<file path="src/rtl/avalon_segx_n.sv">
// rtl/avalon_segx_n.sv - N-digit seven-segment controller with an Avalon-MM register slave
// Optional scan-multiplexed outputs are enabled by defining AVALON_SEGX_SCAN_MUX_EN.
module avalon_segx_n #(
  parameter int NUM_DIGITS     = 4,
  parameter int ADDR_W         = 4,
  parameter int PRESCALE       = 50000,
  parameter int SEG_ACTIVE_LOW = 1,
  parameter int SCAN_DIV       = 1000
) (
  input  logic                    csi_clk,
  input  logic                    csi_reset_n,
  input  logic [ADDR_W-1:0]       avs_s1_address,
  input  logic                    avs_s1_read,
  input  logic                    avs_s1_write,
  input  logic [15:0]             avs_s1_writedata,
  input  logic [1:0]              avs_s1_byteenable,
  output logic [15:0]             avs_s1_readdata,
  output logic [7*NUM_DIGITS-1:0] coe_segments
`ifdef AVALON_SEGX_SCAN_MUX_EN
  ,
  output logic [6:0]              coe_scan_seg,
  output logic [NUM_DIGITS-1:0]   coe_scan_sel
`endif
);

  localparam int PW = (PRESCALE > 1) ? $clog2(PRESCALE) : 1;
  localparam logic OFF_BIT = (SEG_ACTIVE_LOW != 0);
  localparam logic [7*NUM_DIGITS-1:0] SEG_OFF = {(7*NUM_DIGITS){OFF_BIT}};

  logic                    hex_mode;
  logic                    blink_en;
  logic                    phase;
  logic [NUM_DIGITS-1:0]   blank;
  logic [NUM_DIGITS-1:0]   blink;
  logic [15:0]             blink_div;
  logic [15:0]             blink_cnt;
  logic [PW-1:0]           pre_cnt;
  logic [8*NUM_DIGITS-1:0] digit_q;

  logic [NUM_DIGITS-1:0]   lane_en;
  logic [NUM_DIGITS-1:0]   dig_sel;
  logic [8*NUM_DIGITS-1:0] dig_wmask;
  logic [ADDR_W-1:0]       dig_idx;
  logic [15:0]             rd_mux;
  logic [7*NUM_DIGITS-1:0] seg_d;
  logic                    wr_ctrl;
  logic                    wr_blank;
  logic                    wr_blink;
  logic                    wr_div;

  function automatic logic [6:0] hex7(input logic [3:0] v);
    case (v)
      4'h0: hex7 = 7'h3F;
      4'h1: hex7 = 7'h06;
      4'h2: hex7 = 7'h5B;
      4'h3: hex7 = 7'h4F;
      4'h4: hex7 = 7'h66;
      4'h5: hex7 = 7'h6D;
      4'h6: hex7 = 7'h7D;
      4'h7: hex7 = 7'h07;
      4'h8: hex7 = 7'h7F;
      4'h9: hex7 = 7'h6F;
      4'hA: hex7 = 7'h77;
      4'hB: hex7 = 7'h7C;
      4'hC: hex7 = 7'h39;
      4'hD: hex7 = 7'h5E;
      4'hE: hex7 = 7'h79;
      default: hex7 = 7'h71;
    endcase
  endfunction

  assign wr_ctrl  = avs_s1_write && (avs_s1_address == ADDR_W'(0));
  assign wr_blank = avs_s1_write && (avs_s1_address == ADDR_W'(1));
  assign wr_blink = avs_s1_write && (avs_s1_address == ADDR_W'(2));
  assign wr_div   = avs_s1_write && (avs_s1_address == ADDR_W'(3));
  assign dig_idx  = avs_s1_address - ADDR_W'(4);

  // Mask bits k of BLANK/BLINK belong to byte lane k/8.
  for (genvar k = 0; k < NUM_DIGITS; k++) begin : g_dec
    assign lane_en[k]          = avs_s1_byteenable[k/8];
    assign dig_sel[k]          = (avs_s1_address == ADDR_W'(4 + k));
    assign dig_wmask[8*k +: 8] = {8{avs_s1_write & dig_sel[k] & avs_s1_byteenable[0]}};
  end

  always_ff @(posedge csi_clk or negedge csi_reset_n) begin
    if (!csi_reset_n) begin
      hex_mode  <= 1'b1;
      blink_en  <= 1'b0;
      blank     <= '1;
      blink     <= '0;
      blink_div <= 16'h0000;
      digit_q   <= '0;
    end else begin
      if (wr_ctrl && avs_s1_byteenable[0]) begin
        hex_mode <= avs_s1_writedata[0];
        blink_en <= avs_s1_writedata[1];
      end
      if (wr_blank)
        blank <= (blank & ~lane_en) | (avs_s1_writedata[NUM_DIGITS-1:0] & lane_en);
      if (wr_blink)
        blink <= (blink & ~lane_en) | (avs_s1_writedata[NUM_DIGITS-1:0] & lane_en);
      if (wr_div && avs_s1_byteenable[0]) blink_div[7:0]  <= avs_s1_writedata[7:0];
      if (wr_div && avs_s1_byteenable[1]) blink_div[15:8] <= avs_s1_writedata[15:8];
      digit_q <= (digit_q & ~dig_wmask) | ({NUM_DIGITS{avs_s1_writedata[7:0]}} & dig_wmask);
    end
  end

  // Any BLINK_DIV write restarts the blink timebase from a known phase.
  always_ff @(posedge csi_clk or negedge csi_reset_n) begin
    if (!csi_reset_n) begin
      pre_cnt   <= '0;
      blink_cnt <= 16'h0000;
      phase     <= 1'b0;
    end else if (wr_div) begin
      pre_cnt   <= '0;
      blink_cnt <= 16'h0000;
      phase     <= 1'b0;
    end else if (pre_cnt == '0) begin
      pre_cnt <= PW'(PRESCALE - 1);
      if (blink_cnt == 16'h0000) begin
        blink_cnt <= blink_div;
        phase     <= ~phase;
      end else begin
        blink_cnt <= blink_cnt - 16'd1;
      end
    end else begin
      pre_cnt <= pre_cnt - PW'(1);
    end
  end

  always_comb begin
    rd_mux = 16'h0000;
    if (avs_s1_address == ADDR_W'(0))
      rd_mux = {phase, 13'b0, blink_en, hex_mode};
    else if (avs_s1_address == ADDR_W'(1))
      rd_mux[NUM_DIGITS-1:0] = blank;
    else if (avs_s1_address == ADDR_W'(2))
      rd_mux[NUM_DIGITS-1:0] = blink;
    else if (avs_s1_address == ADDR_W'(3))
      rd_mux = blink_div;
    else if (|dig_sel)
      rd_mux[7:0] = digit_q[8*dig_idx +: 8];
  end

  for (genvar k = 0; k < NUM_DIGITS; k++) begin : g_seg
    logic [6:0] pat;
    logic       off;
    assign pat = hex_mode ? hex7(digit_q[8*k +: 4]) : digit_q[8*k +: 7];
    assign off = blank[k] | (blink_en & blink[k] & phase);
    assign seg_d[7*k +: 7] = off ? {7{OFF_BIT}} : ((SEG_ACTIVE_LOW != 0) ? ~pat : pat);
  end

  always_ff @(posedge csi_clk or negedge csi_reset_n) begin
    if (!csi_reset_n) begin
      avs_s1_readdata <= 16'h0000;
      coe_segments    <= SEG_OFF;
    end else begin
      coe_segments <= seg_d;
      if (avs_s1_read) avs_s1_readdata <= rd_mux;
    end
  end

`ifdef AVALON_SEGX_SCAN_MUX_EN
  localparam int SW = (SCAN_DIV > 1) ? $clog2(SCAN_DIV) : 1;
  localparam int IW = (NUM_DIGITS > 1) ? $clog2(NUM_DIGITS) : 1;

  logic [SW-1:0] scan_cnt;
  logic [IW-1:0] scan_idx;
  logic [IW-1:0] scan_idx_nxt;

  always_comb begin
    scan_idx_nxt = scan_idx;
    if (scan_cnt == '0)
      scan_idx_nxt = (scan_idx == IW'(NUM_DIGITS - 1)) ? '0 : scan_idx + IW'(1);
  end

  // Scan segment is taken from seg_d so it always matches the coe_segments field.
  always_ff @(posedge csi_clk or negedge csi_reset_n) begin
    if (!csi_reset_n) begin
      scan_cnt     <= SW'(SCAN_DIV - 1);
      scan_idx     <= '0;
      coe_scan_sel <= NUM_DIGITS'(1);
      coe_scan_seg <= {7{OFF_BIT}};
    end else begin
      scan_cnt     <= (scan_cnt == '0) ? SW'(SCAN_DIV - 1) : scan_cnt - SW'(1);
      scan_idx     <= scan_idx_nxt;
      coe_scan_sel <= NUM_DIGITS'(1) << scan_idx_nxt;
      coe_scan_seg <= seg_d[7*scan_idx_nxt +: 7];
    end
  end
`endif

endmodule

</file>
<file path="config.mk">
export PLATFORM = sky130hd
export DESIGN_NAME = avalon_segx_n
export DESIGN_NICKNAME = d
export VERILOG_FILES = /design/src/rtl/avalon_segx_n.sv
export SDC_FILE = /design/constraint.sdc
export NUM_CORES = 1
export LEC_CHECK = 0
export CAP_MARGIN = 20
export CORE_MARGIN = 3
export CORE_UTILIZATION = 55
export DETAILED_ROUTE_END_ITERATION = 6
export HOLD_SLACK_MARGIN = 0.15
export MAX_ROUTING_LAYER = met4
export PLACE_DENSITY = 0.88
export SLEW_MARGIN = 20
export SYNTH_ARGS = -nofsm -noshare
export SYNTH_HDL_FRONTEND = slang
export SYNTH_SLANG_ARGS = --single-unit
</file>
<file path="constraint.sdc">
create_clock -name csi_clk -period 3.9 [get_ports csi_clk]
set_clock_uncertainty 0.1 [all_clocks]
set_input_delay 0.39 -clock csi_clk [delete_from_list [all_inputs] [get_ports csi_clk]]
set_output_delay 0.39 -clock csi_clk [all_outputs]
set_load 0.005 [all_outputs]
</file>
==> impl_summary.txt <==
----------------------------------------------------
[Synthesis]
  YS warnings ... 0
  Library cells used by synthesis ... 59
  Syn Area/Cell ... 9.927 um2
  Flops & latches, synth ... 135
  Sequential area share after synthesis ... 47.38%
  Mux share of post-synthesis cell area ... 11.49%
  Syn_nets ... 779
  Most area-consuming cells after synthesis ... dfrtp_1 35%, dfstp_2 12%, mux2_2 7.3%
  Post-synthesis instance area ... 0.007217 mm2
  Library cell occupying the most area in the post-synthesis netlist ... dfrtp_1
  Compound-cell area share of the yosys netlist ... 16.02%
  Main combinational cell family by area after synthesis ... compound AO/OA/AOI/OAI gates
  Adder and majority cell fraction of the synthesized area ... 4.508%
  Share of synthesized registers carrying an async set or reset ... 100.0%
  Share of the synthesized area in the top cell type ... 35.37%
  Synth Area in XOR/XNOR ... 1.456%
  Dominant register cell in the synthesized netlist ... dfrtp_1
  Gate count of the mapped netlist ... 727
  Fraction of the mapped netlist area in simple logic gates ... 14.55%
  Number of enable flip-flop cells after synthesis ... 0

[STA]
  Clock period minus worst slack ... 2.688 ns
  Max Transition Viols Final ... 0
  Slew @ Worst Pin ... 0.9286 ns
  Final setup slack of the worst path ... 1.212 ns
  Final critical-path share of the clock period ... 68.92%
  Endpoints failing hold ... 0
  Setup repair after global routing missed its margin ... no
  Total Negative Setup Slacks ... 0 ns
  Maximum clock rate ... 372.1 MHz
  Worst slew margin ... 37.90%
  Final setup violation count ... 0

[Final layout]
  Multi-input combinational cell area ... 0.003466 mm2
  Number of fill cells ... 931
  NumNets Final ... 836
  Final Util ... 67.37%
  Area grow syn2layout ... 18.76%
  Leading cell types in the layout, fill and taps excluded ... 102 x dfrtp_1, 84 x nand2_1, 68 x clkdlybuf4s50_1
  Most common cell after layout, fill and taps aside ... dfrtp_1
  Layout cell share with drive strength beyond 1 ... 16.31%
  Reg area ... 0.003420 mm2
  Total inserted antenna cells ... 0

[GRT]
  Congestion Overflow GR ... 0
  Met2 routing resource usage after global routing ... 42.96%
  Largest net degree at the start of global routing ... 74
  GR met1 Demand/Resource ... 34.15%
  Overall routing resource usage ... 27.08%
  Wire length of the first global-routing pass ... 30510 um
  Via count of the first global-routing pass ... 6004
  Busiest layer in global routing ... met2
  GR Util met3 ... 5.379%
  Number of antenna violations at the first check in global routing ... 0

[Route]
  Vias ... 5982
  Drt drc ... 0
  Post-detailed-route wirelength per cell ... 18.91 um
  Total Wirelength ... 18330 um
  DR vias/cell ... 6.173
  Pre-antenna DRT Iters ... 6
  Initial drt markers ... 722
  Count of antenna-violating nets left after detailed routing ... 0

[Clocking]
  Bufs on Longest Clock Path ... 2
  Num Clock Sinks ... 135
  Source-to-sink clock delay at the later pin of the worst-skew pair ... 0.42 ns
  Buffer type at the clock tree root ... clkbuf_16
  Post-cts sizing count ... 0
  Number of buffers created by CTS ... 17
  CTS H-tree lvls ... 4
  TritonCTS clock tree ... yes
  Clock input transition at the sequential cells of the worst setup and hold paths ... 0.06 ns

[Setup path]
  Critical-path cell list ... or4_4 > nor3_4 > nand4_1 > or4_1 > a21oi_1
  Req. time, crit path ... 4.14 ns
  Cell with the biggest individual delay on the critical path ... or4_1
  Startpoint kind of the worst setup timing path ... flop
  Worst path arrival time ... 2.93 ns
  Startpoint-to-endpoint class of the critical path ... reg2reg
  Largest fanout on the critical path ... 11
  Critical Path Max Stage Delay ... 0.66 ns
  Type of element capturing the critical path ... flop

[Floorplanning]
  Number of rows in the core area ... 41
  Die Width ... 120.6 um
  Effective utilization at floorplan ... 56.73%
  Die height ... 120.6 um
  Overall die area ... 0.01453 mm2
  I/O pins ... 70
  Core outline area ... 0.01272 mm2

[Outcome]
  Outcome ... finished clean

[Power and ir drop]
  Peak supply drop ... 477.9 uV
  Static Leak ... 3.600 nW
  Power Density ... 638.2 mW/mm2

[Placed design]
  Number of port buffers ... 69
  Last weighted congestion value of the routability-driven placer ... 0.9829
  Worst slack, placed ... 0.8682 ns
  Placed wire-length estimate after detailed placement ... 12880 um

[Flow run]
  Max-cap check violation count ... 0

[Min path]
  Min-delay worst type ... reg2reg

----------------------------------------------------
## worst paths after layout
| check | startpoint | end | slack (ns) | depth (start not counted) |
|---|---|---|---|---|
| max | pre_cnt[3]$_DFF_PN0_ | blink_cnt[11]$_DFFE_PN0P_ | 1.21 | 5 |
| min | pre_cnt[0]$_DFF_PN0_ | pre_cnt[0]$_DFF_PN0_ | 0.38 | 1 |
| max reg2reg | pre_cnt[3]$_DFF_PN0_ | blink_cnt[11]$_DFFE_PN0P_ | 1.21 | 5 |
| min reg2reg | pre_cnt[0]$_DFF_PN0_ | pre_cnt[0]$_DFF_PN0_ | 0.38 | 1 |
| max in group asynchronous | csi_reset_n | hex_mode$_DFFE_PN1P_ | 2.31 | 3 |
| min in group asynchronous | csi_reset_n | pre_cnt[13]$_DFF_PN0_ | 0.50 | 2 |
## where the power goes
| part | leakage [nW] | total, mW | internal, mW | switching, mW |
|---|---|---|---|---|
| logic | 1.69 | 1.78 | 0.839 | 0.942 |
| clock network | 0.263 | 1.47 | 0.883 | 0.589 |
| registers | 1.65 | 2.22 | 1.83 | 0.390 |
| total | 3.60 | 5.47 | 3.55 | 1.92 |
## critical path: cells and delay by family, from the launching register on
family / cells / cell delay [ns]
compound gates: 1 / 0.17
flops: 1 / 0.43
simple gates: 4 / 1.91
## routing by layer
layer / share of wire [%] / up-vias
li1: - / 2724
met3: 6.8 / 50
met1: 41 / 2927
met5: 0 / -
met4: 3.0 / 0
met2: 50 / 281
## stage by stage
step	instance area (um2)	hold slack, ns	std cells	power (mW)
3_3_place_gp	8026	0.3598	936	3.867
4_1_cts	8571	0.3810	969	5.456
6_report	8571	0.3838	969	5.470
5_1_grt	8571	0.3957	969	5.780
3_5_place_dp	8026	0.3737	936	3.966
2_1_floorplan	7217	-0.005591	727	3.306
## cell families (layout without fill, tap and decap cells)
family                   Yosys count  after routing
AND/OR/NAND/NOR                  213            213
AO/OA/AOI/OAI                    187            187
flip-flops                       135            135
buffers and inverters             87            157
multiplexers                      67             67
adder cells (fa/ha/maj)           26             26
XOR/XNOR                          12             12
## synth_stat cells (3+ instances only)
library cell	instances
mux2i_1	12
nor4_1	5
nand2b_1	14
clkbuf_1	27
buf_1	6
mux4_2	8
a311oi_1	4
o31ai_1	4
nand3_1	19
o22ai_1	11
nand2_1	84
a211oi_1	8
xnor2_1	6
nand4_1	8
mux2_2	47
and2_1	6
inv_1	50
dfstp_2	33
buf_2	4
or4_1	3
dfrtp_1	102
o221ai_1	6
nor3_1	14
ha_1	26
a311o_1	3
nor2_1	37
o21ai_0	62
o211ai_1	17
xor2_1	6
a22oi_1	6
or3_1	5
and3_1	3
a31oi_1	5
a21oi_1	44
## cell type report
class	count	share of cell area, %
inverters	50	2.190
well taps	172	2.511
clock inverters	10	0.9343
flip-flops and latches	135	39.90
clock buffers	22	5.299
multi-input cells	505	40.44
repair buffers	75	8.730
## timing repair
item / CTS / global route
setup buffers: 0 / 0
endpoints found under the hold margin: 57 / 0
hold buffers: 1 / 0
No activity file was read; power rests on OpenSTA's default activity.
==> variant: new RTL, same flow settings <==
The option `AVALON_SEGX_SCAN_MUX_EN` is turned on by a define.
--- a/src/rtl/avalon_segx_n.sv
+++ b/src/rtl/avalon_segx_n.sv
@@ -1,5 +1,7 @@
 // rtl/avalon_segx_n.sv - N-digit seven-segment controller with an Avalon-MM register slave
 // Optional scan-multiplexed outputs are enabled by defining AVALON_SEGX_SCAN_MUX_EN.
+`define AVALON_SEGX_SCAN_MUX_EN
+
 module avalon_segx_n #(
   parameter int NUM_DIGITS     = 4,
   parameter int ADDR_W         = 4,
Formal check against the unedited RTL (old outputs only; new: coe_scan_seg and coe_scan_sel): equivalent (equiv_simple and equiv_induct, registers matched by name and starting in step).
==> variant against the unedited design <==
Total power up 10%; sequential share of layout area is 0.18 points lower; synthesized cell count increased by 11%; design area rose by 18%; via count increased by 13%; sequential cell count is 23 higher; largest cell class unchanged; area after synthesis grew 18%; first-iteration DRC count increased by 5.8%; fmax is 5.5% lower; clock power rose by 14%; setup slack got worse by 0.16 ns; wire length up 16%.
==> variant: results <==
export IMPL_worstRegToRegCells=8
export IMPL_clk_path_buf_depth=2
export IMPL_leakagePower_nw=4.30
export IMPL_syn_num_nets=863
export IMPL_wirelength_um=21200
export IMPL_gp_congestion=0.937
export IMPL_syn_avg_cell_area_um2=10.6
export IMPL_grt_start_max_net_pins=105
export IMPL_holdPathEnd="scan_cnt[0]$_DFF_PN1_"
export IMPL_path_class="reg -> reg"
export IMPL_drtPass1Iterations=5
export IMPL_nFillCells=1038
export IMPL_min_delay_start="scan_cnt[0]$_DFF_PN1_"
export IMPL_ff2ff_setup_slack_ns=1.06
export IMPL_grt_usage=0.264
export IMPL_grt_pass1_vias=6388
export IMPL_peakVddDrop_uv=476
export IMPL_cpPeakStageDelay_ns=0.57
export IMPL_worst_slew_pin_slew_ns=0.923
export IMPL_antenna_found_initial=0
export IMPL_rr_startpoint="scan_cnt[0]$_DFF_PN1_"
export IMPL_synth_cell_types=66
export IMPL_status="finished, final reports clean"
export IMPL_seq_area_frac_synth=0.471
export IMPL_nNetsFinal=934
export IMPL_grt_pass1_wl_um=34000
export IMPL_hpwl_um=14500
export IMPL_vias=6774
export IMPL_fin_cells=1072
export IMPL_slowest_stage="or4b_1"
export IMPL_worstSkewPairLatency_ns=0.44
export IMPL_synth_common_cells="dfrtp_1 (109), mux2_2 (69), nand2_1 (64), a21oi_1 (49), dfstp_2 (49)"
export IMPL_placed_cells=1039
export IMPL_drt_iter0_drc=764
export IMPL_reg2reg_to="coe_scan_seg[0]$_DFF_PN1_"
export IMPL_io_buffers=80
export IMPL_ys_top_cells_by_area="dfrtp_1 (32%), dfstp_2 (15%), mux2_2 (9.1%), ha_1 (4.8%), a21oi_1 (2.9%)"
export IMPL_cp_data_arrival_time_ns=3.11
export IMPL_drive_gt1_frac=0.216
export IMPL_synth_ff_type="dfrtp_1"
==> variant: changes by cell type in the layout (fill, tap and decap cells not counted), sizes merged, moves of 11 or more <==
cell / unedited run / this run
mux2i: 12 / 23
inv: 50 / 35
o21ai: 64 / 45
nand2: 85 / 64
mux2: 47 / 69
nor2b: 1 / 17
dfstp: 33 / 49
o211ai: 17 / 2
clkdlybuf4s50: 68 / 79
==> variant: what timing repair did <==
action | in CTS | in global routing
setup buffers | 0 | 0
hold buffers | 1 | 0
gates resized for setup | 0 | 0
hold endpoints to repair | 54 | 0
endpoints found under the setup margin | 0 | 0
==> variant: where the power goes <==
part / switching, W / internal (W)
sequential: 0.000388 / 0.00209
combinational: 0.000941 / 0.000931
clock: 0.000762 / 0.000912
==> variant: metrics by stage <==
step	hold slack [ns]	area, µm²	setup slack (ns)	power (W)
floorplan	-0.00559	8530	1.33	0.00359
global placement	0.348	9500	1.09	0.00426
detailed placement	0.355	9500	0.912	0.00432
CTS	0.371	10100	1.07	0.00602
global route	0.382	10100	0.860	0.00636
finish	0.369	10100	1.06	0.00603
==> variant: routing by layer <==
layer,GRT usage,wire [µm]
met1,0.363,9060
met2,0.389,10000
met3,0.0528,1480
met4,0.105,656
met5,-,0
==> variant: cell families after synthesis <==
group,share of synthesized area
buf+inv,0.0333
simple gates,0.147
mux,0.139
flops,0.471
xor+xnor,0.0164
fa+ha+maj,0.0484
compound gates,0.145
==> variant: final cells by class <==
| cell class | count | area (µm²) | area share |
|---|---|---|---|
| sequential | 158 | 4020 | 0.397 |
| clock buffer | 17 | 425 | 0.0421 |
| clock inverter | 15 | 171 | 0.0170 |
| tap | 184 | 230 | 0.0228 |
| inverter | 28 | 108 | 0.0106 |
| timing repair buffer | 95 | 930 | 0.0920 |
| multi-input combinational | 575 | 4230 | 0.418 |
